File: config.mk
export PLATFORM = sky130hd
export DESIGN_NAME = bcd_convert_seq_flat
export DESIGN_NICKNAME = d
export VERILOG_FILES = /design/src/rtl/bcd_convert_seq_pkg.sv /design/src/rtl/bcd_convert_seq_if.sv /design/src/rtl/bcd_convert_seq_add3.sv /design/src/rtl/bcd_convert_seq.sv /design/src/flat_wrapper.sv
export SDC_FILE = /design/constraint.sdc
export NUM_CORES = 1
export LEC_CHECK = 0
export ABC_AREA = 1
export CAP_MARGIN = 20
export CORE_MARGIN = 2
export CORE_UTILIZATION = 58
export CTS_CLUSTER_DIAMETER = 60
export DETAILED_ROUTE_END_ITERATION = 16
export GPL_ROUTABILITY_DRIVEN = 1
export GPL_TIMING_DRIVEN = 0
export HOLD_SLACK_MARGIN = 0.02
export PLACE_DENSITY_LB_ADDON = 0.3
export SLEW_MARGIN = 10
export SYNTH_ARGS = -nofsm -noshare
export SYNTH_HDL_FRONTEND = slang
export SYNTH_SLANG_ARGS = --single-unit
File: constraint.sdc
create_clock -name clk -period 2.5 [get_ports clk]
set_clock_uncertainty 0.1 [all_clocks]
set_input_delay 0.5 -clock clk [delete_from_list [all_inputs] [get_ports clk]]
set_output_delay 0.5 -clock clk [all_outputs]
set_load 0.005 [all_outputs]
File: src/rtl/bcd_convert_seq_pkg.sv
// Shared constants and state encoding for the sequential binary-to-BCD converter.
// Any file that needs them pulls them in with import bcd_convert_seq_pkg::*.
package bcd_convert_seq_pkg;

    localparam int NIBBLE    = 4;
    localparam int DIGITS    = 4;
    localparam int BCD_W     = NIBBLE * DIGITS;
    localparam int MAX_WIDTH = 13;
    localparam int CNT_W     = 4;

    typedef enum logic [1:0] {
        IDLE  = 2'd0,
        SHIFT = 2'd1,
        DONE  = 2'd2
    } state_t;

endpackage

File: src/rtl/bcd_convert_seq_if.sv
// Start/done bus between a requester and the BCD converter.
// Handshake: a start seen high at a clock edge while busy is low is accepted and data is
// captured at that same edge. The new digits appear together with a one-cycle done pulse.
// The digits then hold until the next done pulse.
interface bcd_convert_seq_if #(
    parameter int WIDTH = 8
);
    logic             start;
    logic [WIDTH-1:0] data;
    logic             busy;
    logic             done;
    logic [3:0]       thous;
    logic [3:0]       huns;
    logic [3:0]       tens;
    logic [3:0]       ones;

    modport master (output start, data, input busy, done, thous, huns, tens, ones);
    modport slave  (input start, data, output busy, done, thous, huns, tens, ones);
endinterface

File: src/rtl/bcd_convert_seq_add3.sv
// Double-dabble nibble correction: any digit of 5 or more gets 3 added, so the
// following left shift carries it correctly into the next decimal digit.
module bcd_add3
    import bcd_convert_seq_pkg::*;
(
    input  logic [NIBBLE-1:0] digit,
    output logic [NIBBLE-1:0] fixed
);

    assign fixed = (digit >= 4'd5) ? digit + 4'd3 : digit;

endmodule

File: src/rtl/bcd_convert_seq.sv
// Iterative shift-and-add-3 binary-to-BCD converter. It takes one shift per input bit.
// The result is registered, so the display never sees the digits partway through a conversion.
module bcd_convert_seq
    import bcd_convert_seq_pkg::*;
#(
    parameter int WIDTH = 8
) (
    input  logic              clk,
    input  logic              rst,
    bcd_convert_seq_if.slave  bus,
    output state_t            dbg_state
);

    if (WIDTH < 1 || WIDTH > MAX_WIDTH) begin : g_bad_width
        $error("bcd_convert_seq: WIDTH must be in 1..%0d", MAX_WIDTH);
    end

    state_t             state;
    state_t             state_next;
    logic [BCD_W-1:0]   scratch;
    logic [BCD_W-1:0]   corrected;
    logic [WIDTH-1:0]   shreg;
    logic [CNT_W-1:0]   cnt;
    logic [BCD_W-1:0]   result;
    logic               done_q;

    for (genvar g = 0; g < DIGITS; g++) begin : g_add3
        bcd_add3 u_add3 (
            .digit (scratch[g*NIBBLE +: NIBBLE]),
            .fixed (corrected[g*NIBBLE +: NIBBLE])
        );
    end

    always_ff @(posedge clk) begin
        if (rst) state <= IDLE;
        else     state <= state_next;
    end

    always_comb begin
        state_next = state;
        case (state)
            IDLE:    if (bus.start) state_next = SHIFT;
            SHIFT:   if (cnt == CNT_W'(1)) state_next = DONE;
            DONE:    state_next = IDLE;
            default: state_next = IDLE;
        endcase
    end

    // The binary MSB is shifted into the bottom of the corrected scratch register.
    always_ff @(posedge clk) begin
        if (rst) begin
            scratch <= '0;
            shreg   <= '0;
            cnt     <= '0;
            result  <= '0;
            done_q  <= 1'b0;
        end else begin
            done_q <= 1'b0;
            case (state)
                IDLE: begin
                    if (bus.start) begin
                        shreg   <= bus.data;
                        scratch <= '0;
                        cnt     <= CNT_W'(WIDTH);
                    end
                end
                SHIFT: begin
                    scratch <= {corrected[BCD_W-2:0], shreg[WIDTH-1]};
                    shreg   <= shreg << 1;
                    cnt     <= cnt - 1'b1;
                end
                DONE: begin
                    result <= scratch;
                    done_q <= 1'b1;
                end
                default: ;
            endcase
        end
    end

    assign bus.busy  = (state != IDLE);
    assign bus.done  = done_q;
    assign bus.thous = result[15:12];
    assign bus.huns  = result[11:8];
    assign bus.tens  = result[7:4];
    assign bus.ones  = result[3:0];
    assign dbg_state = state;

endmodule
File: src/flat_wrapper.sv
// flat-port wrapper written by rule: the top's interface ports become plain ports
module bcd_convert_seq_flat import bcd_convert_seq_pkg::*;
#(
    parameter int WIDTH = 8
)
  (clk, rst, dbg_state, bus_start, bus_data, bus_busy, bus_done, bus_thous, bus_huns, bus_tens, bus_ones);
  bcd_convert_seq_if #(.WIDTH(WIDTH)) bus_i ();
  input  logic clk;
  input  logic rst;
  output state_t dbg_state;
  input wire logic [$bits(bus_i.start)-1:0] bus_start;
  input wire logic [$bits(bus_i.data)-1:0] bus_data;
  output wire logic [$bits(bus_i.busy)-1:0] bus_busy;
  output wire logic [$bits(bus_i.done)-1:0] bus_done;
  output wire logic [$bits(bus_i.thous)-1:0] bus_thous;
  output wire logic [$bits(bus_i.huns)-1:0] bus_huns;
  output wire logic [$bits(bus_i.tens)-1:0] bus_tens;
  output wire logic [$bits(bus_i.ones)-1:0] bus_ones;
  assign bus_i.start = bus_start;
  assign bus_i.data = bus_data;
  assign bus_busy = bus_i.busy;
  assign bus_done = bus_i.done;
  assign bus_thous = bus_i.thous;
  assign bus_huns = bus_i.huns;
  assign bus_tens = bus_i.tens;
  assign bus_ones = bus_i.ones;
  bcd_convert_seq #(.WIDTH(WIDTH)) u_core (.clk(clk), .rst(rst), .bus(bus_i), .dbg_state(dbg_state));
endmodule
==> impl_metrics.json, run 1 <==
{
  "synth_cell_types": 24,
  "routabilityCongestion": 0.882,
  "core-area_um2": 3630,
  "worstHoldStart": "u_core.scratch[15]$_SDFFE_PP0P_",
  "post_cts_resized": 0,
  "cp_max_fo": 7,
  "final_nets": 347,
  "drv_cap": 0,
  "p_int_mw": 1.12,
  "cts.clk_slew.worst_paths_ns": 0.08,
  "tritoncts": "yes",
  "synth_edf_count": 0,
  "p_comb_share_pct": 13.8,
  "reg2reg_depth": 9,
  "grt_pass1_wl_um": 7800,
  "slowest_delay_ns": 0.45,
  "netlist.area_leader.share_pct": 43.3,
  "fillers": 322,
  "num_antenna_cells": 0,
  "place_inst": 367,
  "grt_usage_pct": 23.9,
  "dieArea_um2": 4250,
  "final.min_clock_period_ns": 2.13,
  "critPathLaunchType": "flip-flop",
  "synth_commonest_cells": "nand2_1 (61), dfxtp_1 (47), nand3_1 (28), nor2_1 (27), inv_1 (24)",
  "p_leak_nw": 1.06,
  "antenna_found_initial": 0,
  "drc_errors": 0,
  "cts_buffers": 5,
  "r2r_slack_ns": 0.98,
  "cts_buffer_depth": 2,
  "dpl.hpwl_um": 3390,
  "worstPathRequired_ns": 1.90,
  "drtIter0Drc": 138,
  "clock_latency_ns": 0.30,
  "synth_area_leaders": "dfxtp_1 (43%), nand2_1 (11%), nand3_1 (6.4%)",
  "slew_headroom_pct": 64.0,
  "synth_seq_cells": 47,
  "yosys_warnings": 0,
  "post-route-period-util_pct": 85.1,
  "synth_flop_cell": "dfxtp_1",
  "netSwitchingFraction_pct": 25.6,
  "cts_root_buf": "clkbuf_8",
  "hold_path_depth": 2,
  "first_global_vias": 1832,
  "cts-hold-fix-buffers": 0,
  "hold_end": "u_core.scratch[15]$_SDFFE_PP0P_",
  "reg2reg_from": "u_core.scratch[0]$_SDFFE_PP0P_",
  "fp-row-count": 22,
  "fin_cells": 375,
  "chipWidth_um": 65.2,
  "num_vias": 2021,
  "crit_arrival_ns": 1.53,
  "finalHoldViolCount": 0,
  "avgRoutedWirePerCell_um": 12.5,
  "firstDrtPassIters": 4,
  "async_flop_share_pct": 0,
  "fmax_mhz": 470,
  "hold_path_class": "flip-flop to flip-flop",
  "syn_nets": 311,
  "slew_viol_final": 0,
  "grt_max_degree": 14,
  "path_cells": "nor2_1, inv_1, clkdlybuf4s50_1",
  "power.density_nw_per_um2": 572,
  "ios": 31,
  "setup_violations": 0,
  "postRouteAntennaNets": 0,
  "wirelength_um": 4690,
  "via_per_inst": 5.39,
  "fin_tns_setup_ns": 0,
  "regArea_um2": 941,
  "yosysTopAreaCell": "dfxtp_1",
  "seq_power_share_pct": 53.3,
  "multi_input_area_um2": 1040,
  "synth_area_per_cell_um2": 7.50,
  "ys_seq_area_share_pct": 43.3,
  "die_h_um": 65.2,
  "cts_setup_buffers": 0,
  "io_buffers": 29,
  "initial_core_util_pct": 59.8,
  "areaGrowthSynthToFinish_pct": 20.7,
  "criticalPathCategory": "flip-flop to output port",
  "pwr-share-clk_pct": 32.9,
  "cp-end-kind": "output port",
  "regToRegEndpoint": "u_core.scratch[4]$_SDFFE_PP0P_",
  "rsz0062_at_grt": "no",
  "cts.sinks": 47,
  "synth_most_common_cell": "nand2_1",
  "netlist_instances": 290,
  "worst_pin_slew_ns": 0.541,
  "p_switching_mw": 0.385,
  "peakVddDrop_mv": 0.399,
  "status": "complete, no violations",
  "critPathSlowestCell": "clkdlybuf4s50_1",
  "drive_gt1_share_pct": 8.56,
  "h-tree-depth": 2,
  "syn-cell-area_um2": 2170,
  "gr-total-overflow": 0
}
logic make-up (layout without fill, tap and decap cells):
logic type	Yosys count	after routing	share of synthesized area (%)
adders and majority gates	10	10	5.75
buffers and inverters	41	78	8.98
AOI/OAI and AO/OA	62	62	15.9
and+or+nand+nor	130	130	26.1
DFF	47	47	43.3
critical path: cells and delay by family (launching register included):
kind                   cells  cell delay [ns]
buffers and inverters      2             0.53
DFF                        1             0.36
and+or+nand+nor            1             0.34
sequential cells by signal, summed over array words and instances, names as in the netlist:
register	cells
u_core.result	16
u_core.scratch	16
u_core.shreg	8
u_core.cnt	4
u_core.dbg_state	2
u_core.bus.done	1
layer usage:
layer	share of wire [%]	track usage (%)
met2	49	40.7
met1	43	27.8
met3	5.5	5.82
met5	0	0
met4	1.8	12.0
cells in the final DEF (no fill, tap or decap), types with 5 or more instances in the layout:
cell and count:
o21ai_1 8, nand3_1 28, ha_1 10, clkbuf_8 7, nand2_1 61, clkbuf_1 5, nand4_1 9, dfxtp_1 47
nor2_1 27, inv_1 24, a21oi_1 22, o21ai_0 16, clkdlybuf4s50_1 29, a31oi_1 7
cell type report:
| type | instances | area share [%] |
|---|---|---|
| buffer | 12 | 3.15 |
| inverter | 29 | 4.29 |
| tap | 48 | 2.29 |
| timing repair buffer | 29 | 11.1 |
| clock buffer | 8 | 3.81 |
| sequential | 47 | 35.8 |
| multi-input combinational | 202 | 39.6 |
per-stage QoR:
step / setup slack, ns / area [um2] / utilization [%] / power (mW) / hold WS, ns
6_report: 0.374 / 2630 / 72.2 / 1.50 / 0.369
5_1_grt: 0.281 / 2630 / 72.2 / 1.57 / 0.395
4_1_cts: 0.355 / 2630 / 72.2 / 1.51 / 0.366
3_5_place_dp: 0.388 / 2520 / 69.5 / 1.03 / 0.354
3_3_place_gp: 0.427 / 2520 / 69.5 / 1.02 / 0.352
2_1_floorplan: 1.13 / 2170 / - / 0.947 / 0.342
power by group through the flow:
stage / Clock [mW] / Combinational, mW / Sequential [mW]
6_report: 0.495 / 0.207 / 0.801
5_1_grt: 0.536 / 0.229 / 0.804
4_1_cts: 0.503 / 0.207 / 0.801
3_5_place_dp: 0 / 0.207 / 0.818
3_3_place_gp: 0 / 0.204 / 0.817
2_1_floorplan: 0 / 0.133 / 0.815
worst max path at each step:
stage	start	endpoint	slack (ns)	cells past startpoint
after global routing	u_core.dbg_state[1]$_SDFFE_PP0P_	bus_busy	0.28	3
after detailed placement	rst	u_core.result[12]$_SDFFE_PP0P_	0.39	5
after CTS	u_core.dbg_state[1]$_SDFFE_PP0P_	bus_busy	0.35	3
after floorplan	bus_start	u_core.shreg[4]$_SDFFE_PP0P_	1.13	7
final	u_core.dbg_state[1]$_SDFFE_PP0P_	bus_busy	0.37	3
after global placement	rst	u_core.result[11]$_SDFFE_PP0P_	0.43	5
Note: power is estimated with default switching activity, not from simulation.
==> run 2, diff against run 1 <==
CORE_UTILIZATION = 40   (was 58)
==> impl_metrics.json, run 2 (synthesis results as in run 1) <==
{
  "status": "complete, no violations",
  "p_int_mw": 1.12,
  "first_global_vias": 1840,
  "cts_buffer_depth": 2,
  "worst_pin_slew_ns": 0.510,
  "design_area_um2": 2650,
  "placed_area_um2": 2550,
  "cp_max_fo": 7,
  "critPathSlowestCell": "clkdlybuf4s50_1",
  "slew_viol_final": 0,
  "worstPathRequired_ns": 1.90,
  "finalHoldViolCount": 0,
  "cts_buffers": 5,
  "cts_root_buf": "clkbuf_8",
  "pwr-share-clk_pct": 33.3,
  "drc_errors": 0,
  "critPathLaunchType": "flip-flop",
  "criticalPathCategory": "flip-flop to output port",
  "p_leak_nw": 1.06,
  "utilization_pct": 51.3,
  "cts_setup_buffers": 0,
  "power.density_nw_per_um2": 569,
  "io_buffers": 29,
  "reg2reg_from": "u_core.scratch[0]$_SDFFE_PP0P_",
  "cts-hold-fix-buffers": 0,
  "tritoncts": "yes",
  "grt_usage_pct": 16.8,
  "dieArea_um2": 6040,
  "fmax_mhz": 475,
  "fin_tns_setup_ns": 0,
  "grt_max_degree": 14,
  "wirelength_um": 4790,
  "clock_latency_ns": 0.30,
  "die_h_um": 77.7,
  "final_nets": 347,
  "setup_slack_ns": 0.393,
  "h-tree-depth": 2,
  "firstDrtPassIters": 4,
  "drtIter0Drc": 135,
  "post_cts_resized": 0,
  "routabilityCongestion": 0.830,
  "peakVddDrop_mv": 0.360,
  "postRouteAntennaNets": 0,
  "place_ws_ns": 0.382,
  "path_cells": "nor2_1, inv_1, clkdlybuf4s50_1",
  "dpl.hpwl_um": 3460,
  "startpoint": "u_core.dbg_state[1]$_SDFFE_PP0P_",
  "post-route-period-util_pct": 84.3,
  "initial_core_util_pct": 42.0,
  "netSwitchingFraction_pct": 25.9,
  "slowest_delay_ns": 0.45,
  "cts.sinks": 47,
  "reg.largest.list": "u_core.result: 16 flops, u_core.scratch: 16 flops, u_core.shreg: 8 flops",
  "fillers": 511,
  "grt_pass1_wl_um": 8270,
  "fp-row-count": 26,
  "seq_power_share_pct": 52.9,
  "via_per_inst": 5.13,
  "layout_common_cells": "nand2_1 (61), dfxtp_1 (47), clkdlybuf4s50_1 (29)",
  "drive_gt1_share_pct": 8.56,
  "hold_path_class": "flip-flop to flip-flop",
  "cp-end-kind": "output port",
  "drv_cap": 0,
  "r2r_slack_ns": 0.99,
  "crit_arrival_ns": 1.51,
  "worstHoldStart": "u_core.scratch[15]$_SDFFE_PP0P_",
  "cts.clk_slew.worst_paths_ns": 0.08,
  "mostFrequentLayoutCell": "nand2_1",
  "num_antenna_cells": 0,
  "power_mw": 1.51,
  "rsz0062_at_grt": "no",
  "chipWidth_um": 77.7,
  "areaGrowthSynthToFinish_pct": 22.0,
  "num_vias": 2036,
  "final.min_clock_period_ns": 2.11,
  "core-area_um2": 5170,
  "p_switching_mw": 0.391,
  "ios": 31,
  "avgRoutedWirePerCell_um": 12.1,
  "setup_violations": 0,
  "p_comb_share_pct": 13.8,
  "antenna_found_initial": 0,
  "slew_headroom_pct": 66.0,
  "gr-total-overflow": 0
}
run 2: cell counts in the layout (fill, tap and decap cells not counted):
No cell type changed its count.
run 2: path summary, 6_finish.rpt:
kind / endpoint / cells after the start
worst min-delay path: u_core.scratch[15]$_SDFFE_PP0P_ / 2
worst min register to register: u_core.scratch[15]$_SDFFE_PP0P_ / 2
worst max register to register: u_core.scratch[4]$_SDFFE_PP0P_ / 9
worst max-delay path: bus_busy / 3
run 2: layout make-up:
| type | count | area [um2] | area share (%) |
|---|---|---|---|
| Buffer | 12 | 82.6 | 3.11 |
| Clock buffer | 8 | 100 | 3.77 |
| Inverter | 29 | 113 | 4.25 |
| Multi-Input combinational cell | 202 | 1040 | 39.2 |
| Sequential cell | 47 | 941 | 35.5 |
| Tap cell | 70 | 87.6 | 3.30 |
| Timing Repair Buffer | 29 | 290 | 10.9 |
run 2: critical path: cells and delay by family (launching register included):
family	cells	cell delay, ns
buf+inv	2	0.52
flops	1	0.35
simple gates	1	0.33
run 2: per-layer routing:
layer  vias to the layer above  track usage, %  routed length, um
met5                         -               0                  0
met3                         4            3.95                184
met1                       944            21.9               2370
met4                         0            5.18                 54
met2                        44            27.5               2180
li1                       1044               -                  -
run 2: through the flow:
step	instances	hold slack, ns
2_1_floorplan	290	0.342
3_3_place_gp	389	0.351
3_5_place_dp	389	0.356
4_1_cts	397	0.368
5_1_grt	397	0.386
6_report	397	0.372
run 2: power groups by stage:
stage / Clock [mW] / Sequential (mW) / Combinational, mW
2_1_floorplan: 0 / 0.815 / 0.133
3_3_place_gp: 0 / 0.817 / 0.206
3_5_place_dp: 0 / 0.817 / 0.208
4_1_cts: 0.515 / 0.800 / 0.209
5_1_grt: 0.543 / 0.804 / 0.234
6_report: 0.503 / 0.800 / 0.208
==> run 3, diff against run 2 <==
clock period = 1.75 ns   (was 2.5 ns; I/O delays follow)
==> impl_metrics.json, run 3 (synthesis results as in run 1) <==
{
  "status": "complete, no violations",
  "fp-row-count": 26,
  "firstDrtPassIters": 4,
  "grt_usage_pct": 16.8,
  "cp-end-kind": "output port",
  "cts_buffers": 5,
  "fillers": 507,
  "h-tree-depth": 2,
  "power_mw": 2.16,
  "final_nets": 348,
  "cp_num_buf_inv": 1,
  "worst_path_dominant_cell_family": "buffers and inverters",
  "worst_pin_slew_ns": 0.496,
  "hold_path_depth": 3,
  "drtIter0Drc": 177,
  "path_cells": "clkdlybuf4s50_1",
  "dieArea_um2": 6040,
  "cts.sinks": 47,
  "peakVddDrop_mv": 0.547,
  "antenna_found_initial": 0,
  "initial_core_util_pct": 42.0,
  "rsz0062_at_grt": "no",
  "postRouteAntennaNets": 0,
  "design_area_um2": 2680,
  "grt_max_degree": 14,
  "r2r_slack_ns": 0.25,
  "layout_common_cells": "nand2_1 (61), dfxtp_1 (45), nand3_1 (28), clkdlybuf4s50_1 (28), nor2_1 (26)",
  "avgRoutedWirePerCell_um": 12.1,
  "critPathSlowestCell": "clkdlybuf4s50_1",
  "slew_viol_final": 0,
  "clock_latency_ns": 0.30,
  "num_vias": 2048,
  "power.density_nw_per_um2": 808,
  "via_per_inst": 5.15,
  "regToRegEndpoint": "u_core.scratch[4]$_SDFFE_PP0P_",
  "cts.clk_slew.worst_paths_ns": 0.09,
  "wirelength_um": 4800,
  "core-area_um2": 5170,
  "cp_max_fo": 4,
  "worstPathRequired_ns": 1.30,
  "final.min_clock_period_ns": 1.65,
  "crit_arrival_ns": 1.20,
  "drive_gt1_share_pct": 10.1,
  "utilization_pct": 51.8,
  "cts_root_buf": "clkbuf_8",
  "placed_area_um2": 2550,
  "regArea_um2": 948,
  "grt_pass1_wl_um": 8270,
  "areaGrowthSynthToFinish_pct": 23.2,
  "first_global_vias": 1845,
  "tritoncts": "yes",
  "cts_buffer_depth": 2,
  "routabilityCongestion": 0.830,
  "worstHoldStart": "bus_start",
  "num_antenna_cells": 0,
  "finalHoldViolCount": 0,
  "slew_headroom_pct": 66.9,
  "mostFrequentLayoutCell": "nand2_1",
  "hold_path_class": "primary input to flip-flop",
  "dpl.hpwl_um": 3460,
  "reg.largest.list": "u_core.result: 16 flops, u_core.scratch: 16 flops, u_core.shreg: 8 flops",
  "setup_violations": 0,
  "slowest_delay_ns": 0.51,
  "critPathLaunchType": "flip-flop",
  "drv_cap": 0,
  "fmax_mhz": 607,
  "io_buffers": 29,
  "reg2reg_from": "u_core.scratch[0]$_SDFFE_PP0P_",
  "gr-total-overflow": 0,
  "ios": 31,
  "post-route-period-util_pct": 94.1,
  "reg2reg_depth": 9,
  "setup_slack_ns": 0.104,
  "die_h_um": 77.7,
  "multi_input_area_um2": 1050,
  "p_leak_nw": 1.08,
  "chipWidth_um": 77.7,
  "criticalPathCategory": "flip-flop to output port",
  "drc_errors": 0,
  "place_ws_ns": -0.218,
  "cts-hold-fix-buffers": 0,
  "hold_end": "u_core.shreg[1]$_SDFFE_PP0P_"
}
-- run 3: changes by cell type in the layout (fill, tap and decap cells not counted), sizes merged --
cell	delta
buf	+1
clkdlybuf4s50	-1
dlymetal6s2s	+1
-- run 3: area by class of cell --
class / count / share of cell area (%)
multi-input combinational: 202 / 39.0
sequential: 47 / 35.4
timing repair buffer: 30 / 11.2
inverter: 29 / 4.20
clock buffer: 8 / 3.74
tap: 70 / 3.27
buffer: 12 / 3.13
-- run 3: metal layers --
layer  global-route usage [%]  share of wire (%)  vias up
met2                     27.5                 46       43
met5                        0                  0        -
met3                     3.95                3.8        6
li1                         -                  -     1044
met1                     21.9                 49      955
met4                     5.18                1.1        0
-- run 3: repair_timing --
action	4_1_cts	5_1_grt
endpoints found under the setup margin	1	6
setup buffers	1	0
pin swaps	1	0
gates resized for setup	4	5
-- run 3: metrics by stage --
step	setup TNS [ns]	hold WS [ns]	instances
6_report	0	0.312	398
5_1_grt	0	0.320	398
4_1_cts	0	0.305	398
3_5_place_dp	-2.25	0.356	389
3_3_place_gp	-2.08	0.351	389
2_1_floorplan	0	0.319	290
-- run 3: worst min-delay path, stage by stage --
cell and delay, ns:
buf_2 0.15, nand3_1 0.09, a31oi_1 0.07
-- run 3: worst max path at each step --
stage	slack [ns]	to	cells past startpoint	startpoint
after floorplan	0.47	u_core.scratch[4]$_SDFFE_PP0P_	9	u_core.scratch[0]$_SDFFE_PP0P_
after global placement	-0.19	u_core.result[11]$_SDFFE_PP0P_	5	rst
after detailed placement	-0.22	u_core.result[12]$_SDFFE_PP0P_	5	rst
after CTS	0.0006	bus_busy	3	u_core.dbg_state[0]$_SDFFE_PP0P_
after global routing	0.05	u_core.result[10]$_SDFFE_PP0P_	5	rst
final	0.10	dbg_state[1]	1	u_core.dbg_state[1]$_SDFFE_PP0P_
-- run 3: report_power, final --
part | internal, mW | switching, mW | total (mW) | leakage [nW]
logic | 0.131 | 0.173 | 0.304 | 0.649
clock network | 0.361 | 0.355 | 0.716 | 0.0515
registers | 1.11 | 0.0311 | 1.14 | 0.383
total | 1.61 | 0.559 | 2.16 | 1.08
==> RTL edit (flow settings as in run 3) <==
Reset style: asynchronous (`rst`), changed in 2 clocked blocks.
--- a/src/rtl/bcd_convert_seq.sv
+++ b/src/rtl/bcd_convert_seq.sv
@@ -32,5 +32,5 @@
     end
 
-    always_ff @(posedge clk) begin
+    always_ff @(posedge clk or posedge rst) begin
         if (rst) state <= IDLE;
         else     state <= state_next;
@@ -48,5 +48,5 @@
 
     // The binary MSB is shifted into the bottom of the corrected scratch register.
-    always_ff @(posedge clk) begin
+    always_ff @(posedge clk or posedge rst) begin
         if (rst) begin
             scratch <= '0;
Behaviour: differs if rst is asserted again (counterexample within 4 cycles, from zero or initial values and one cycle with rst high); with rst held inactive, the same outputs for 10 cycles.
==> RTL edit against run 3 <==
Area after synthesis rose by 4.5%. Sequential cell count did not move. Cell area rose by 4.5%. Worst setup slack got worse by 0.044 ns. Routed wire length fell by 3.7%. Via count fell by 10%. Critical path type unchanged.
Power is not compared: it rests on default switching activity, and its combinational part moved more than twofold at a synthesized area within 25%.
==> RTL edit: results (changes against run 3) <==
DR WL/cell 12.2 µm (+0.83%); async set or reset register ratio after synthesis 100% (+100 points); Distinct cells, synth 23 (-4.2%); Hold WC Path Type input port to asynchronous set/reset pin; Initial DRT Pass Iterations 5 (+1); Max stage delay on crit path 0.53 ns (+0.02 ns); worst flop-to-flop path startpoint u_core.dbg_state[0]; total track usage 16.6% (-0.24 points); Final nets 328 (-5.7%); share of the synthesized area in the top cell type 51.8% (+8.5 points); FF-to-FF path depth 7 (-2); first-pass GRT wire length 8160 µm (-1.3%); syn_nets 287 (-7.7%); fillers 526 (+3.7%); cell count after synthesis 266 (-8.3%); initial drt markers 107 (-40%); vias per cell 4.84 (-5.8%); Main synth FF type dfrtp_1; area post-placement 0.00268 mm² (+5.1%); register area share after synthesis 51.8% (+8.5 points); largest net degree at the start of global routing 37 (+23); RD Place Congestion 0.774 (-6.8%); Synth area leaders dfrtp_1, nand2_1, ha_1; outcome complete, no violations; via count 1,841 (-10%); hpwl dp 3250 µm (-5.9%); Placed Instances 369 (-5.1%)
==> RTL edit: cell types whose count changed in the layout (fill, tap and decap cells not counted), moves of 4 or more <==
cell and delta:
o21ai_2 +6, dfxtp_1 -45, a21oi_2 -4, nand2_1 +28
a21oi_1 -20, buf_4 +5, o21ai_1 -4, dfrtp_1 +45
nor2_1 -23, a31oi_1 -7, o21ai_0 +5
==> RTL edit: power by group through the flow <==
stage	registers (mW)	logic (mW)	clock network (mW)
floorplan	1.82	1.47	0
global placement	1.85	2.09	0
detailed placement	1.86	2.16	0
CTS	1.84	2.21	0.650
global route	1.91	2.57	0.711
finish	1.84	2.19	0.632
==> RTL edit: worst max-delay path by stage <==
stage / start / endpoint / slack, ns / cells after the start
after floorplan: rst / u_core.bus.done / 0.18 / 1
after global placement: rst / u_core.result[7] / -0.74 / 2
after detailed placement: bus_start / u_core.scratch[5] / 0.11 / 7
after CTS: u_core.dbg_state[0] / dbg_state[0] / 0.02 / 2
after global routing: u_core.dbg_state[1] / dbg_state[1] / 0.02 / 1
final: u_core.dbg_state[1] / dbg_state[1] / 0.06 / 1
==> RTL edit: layout make-up <==
cell class / count / area [µm²] / share of cell area, %
plain buffers: 6 / 52.6 / 1.88
clock buffers: 7 / 76.3 / 2.73
clock inverters: 1 / 5.00 / 0.179
inverters: 33 / 126 / 4.51
multi-input cells: 180 / 925 / 33.0
flip-flops and latches: 47 / 1180 / 42.1
well taps: 72 / 90.1 / 3.22
repair buffers: 34 / 345 / 12.3
==> RTL edit: kinds of logic after synthesis <==
| logic type | after synthesis | synth area share (%) |
|---|---|---|
| compound gates | 37 | 9.47 |
| fa+ha+maj | 10 | 5.51 |
| buf+inv | 39 | 7.87 |
| flops | 47 | 51.8 |
| simple gates | 133 | 25.4 |
==> RTL edit: through the flow <==
| stage | TNS, ns | setup WS, ns | hold slack, ns |
|---|---|---|---|
| floorplan | 0 | 0.184 | 0.341 |
| global placement | -34.67 | -0.740 | 0.357 |
| CTS | 0 | 0.0190 | 0.206 |
| global route | 0 | 0.0167 | 0.242 |
| detailed placement | 0 | 0.109 | 0.367 |
| finish | 0 | 0.0595 | 0.205 |
==> RTL edit: what timing repair did <==
item	CTS	global route
setup endpoints to repair	2	3
gates cloned	0	0
pin swaps	1	0
resized for setup	3	4
hold buffers	0	0
setup buffers	3	0
==> RTL edit: per-layer routing <==
metal	up-vias	track usage (%)	share of wire [%]
met1	857	21.2	47
met3	4	3.85	3.7
met2	37	28.1	48
met4	0	4.66	0.82
met5	-	0	0
li1	943	-	-
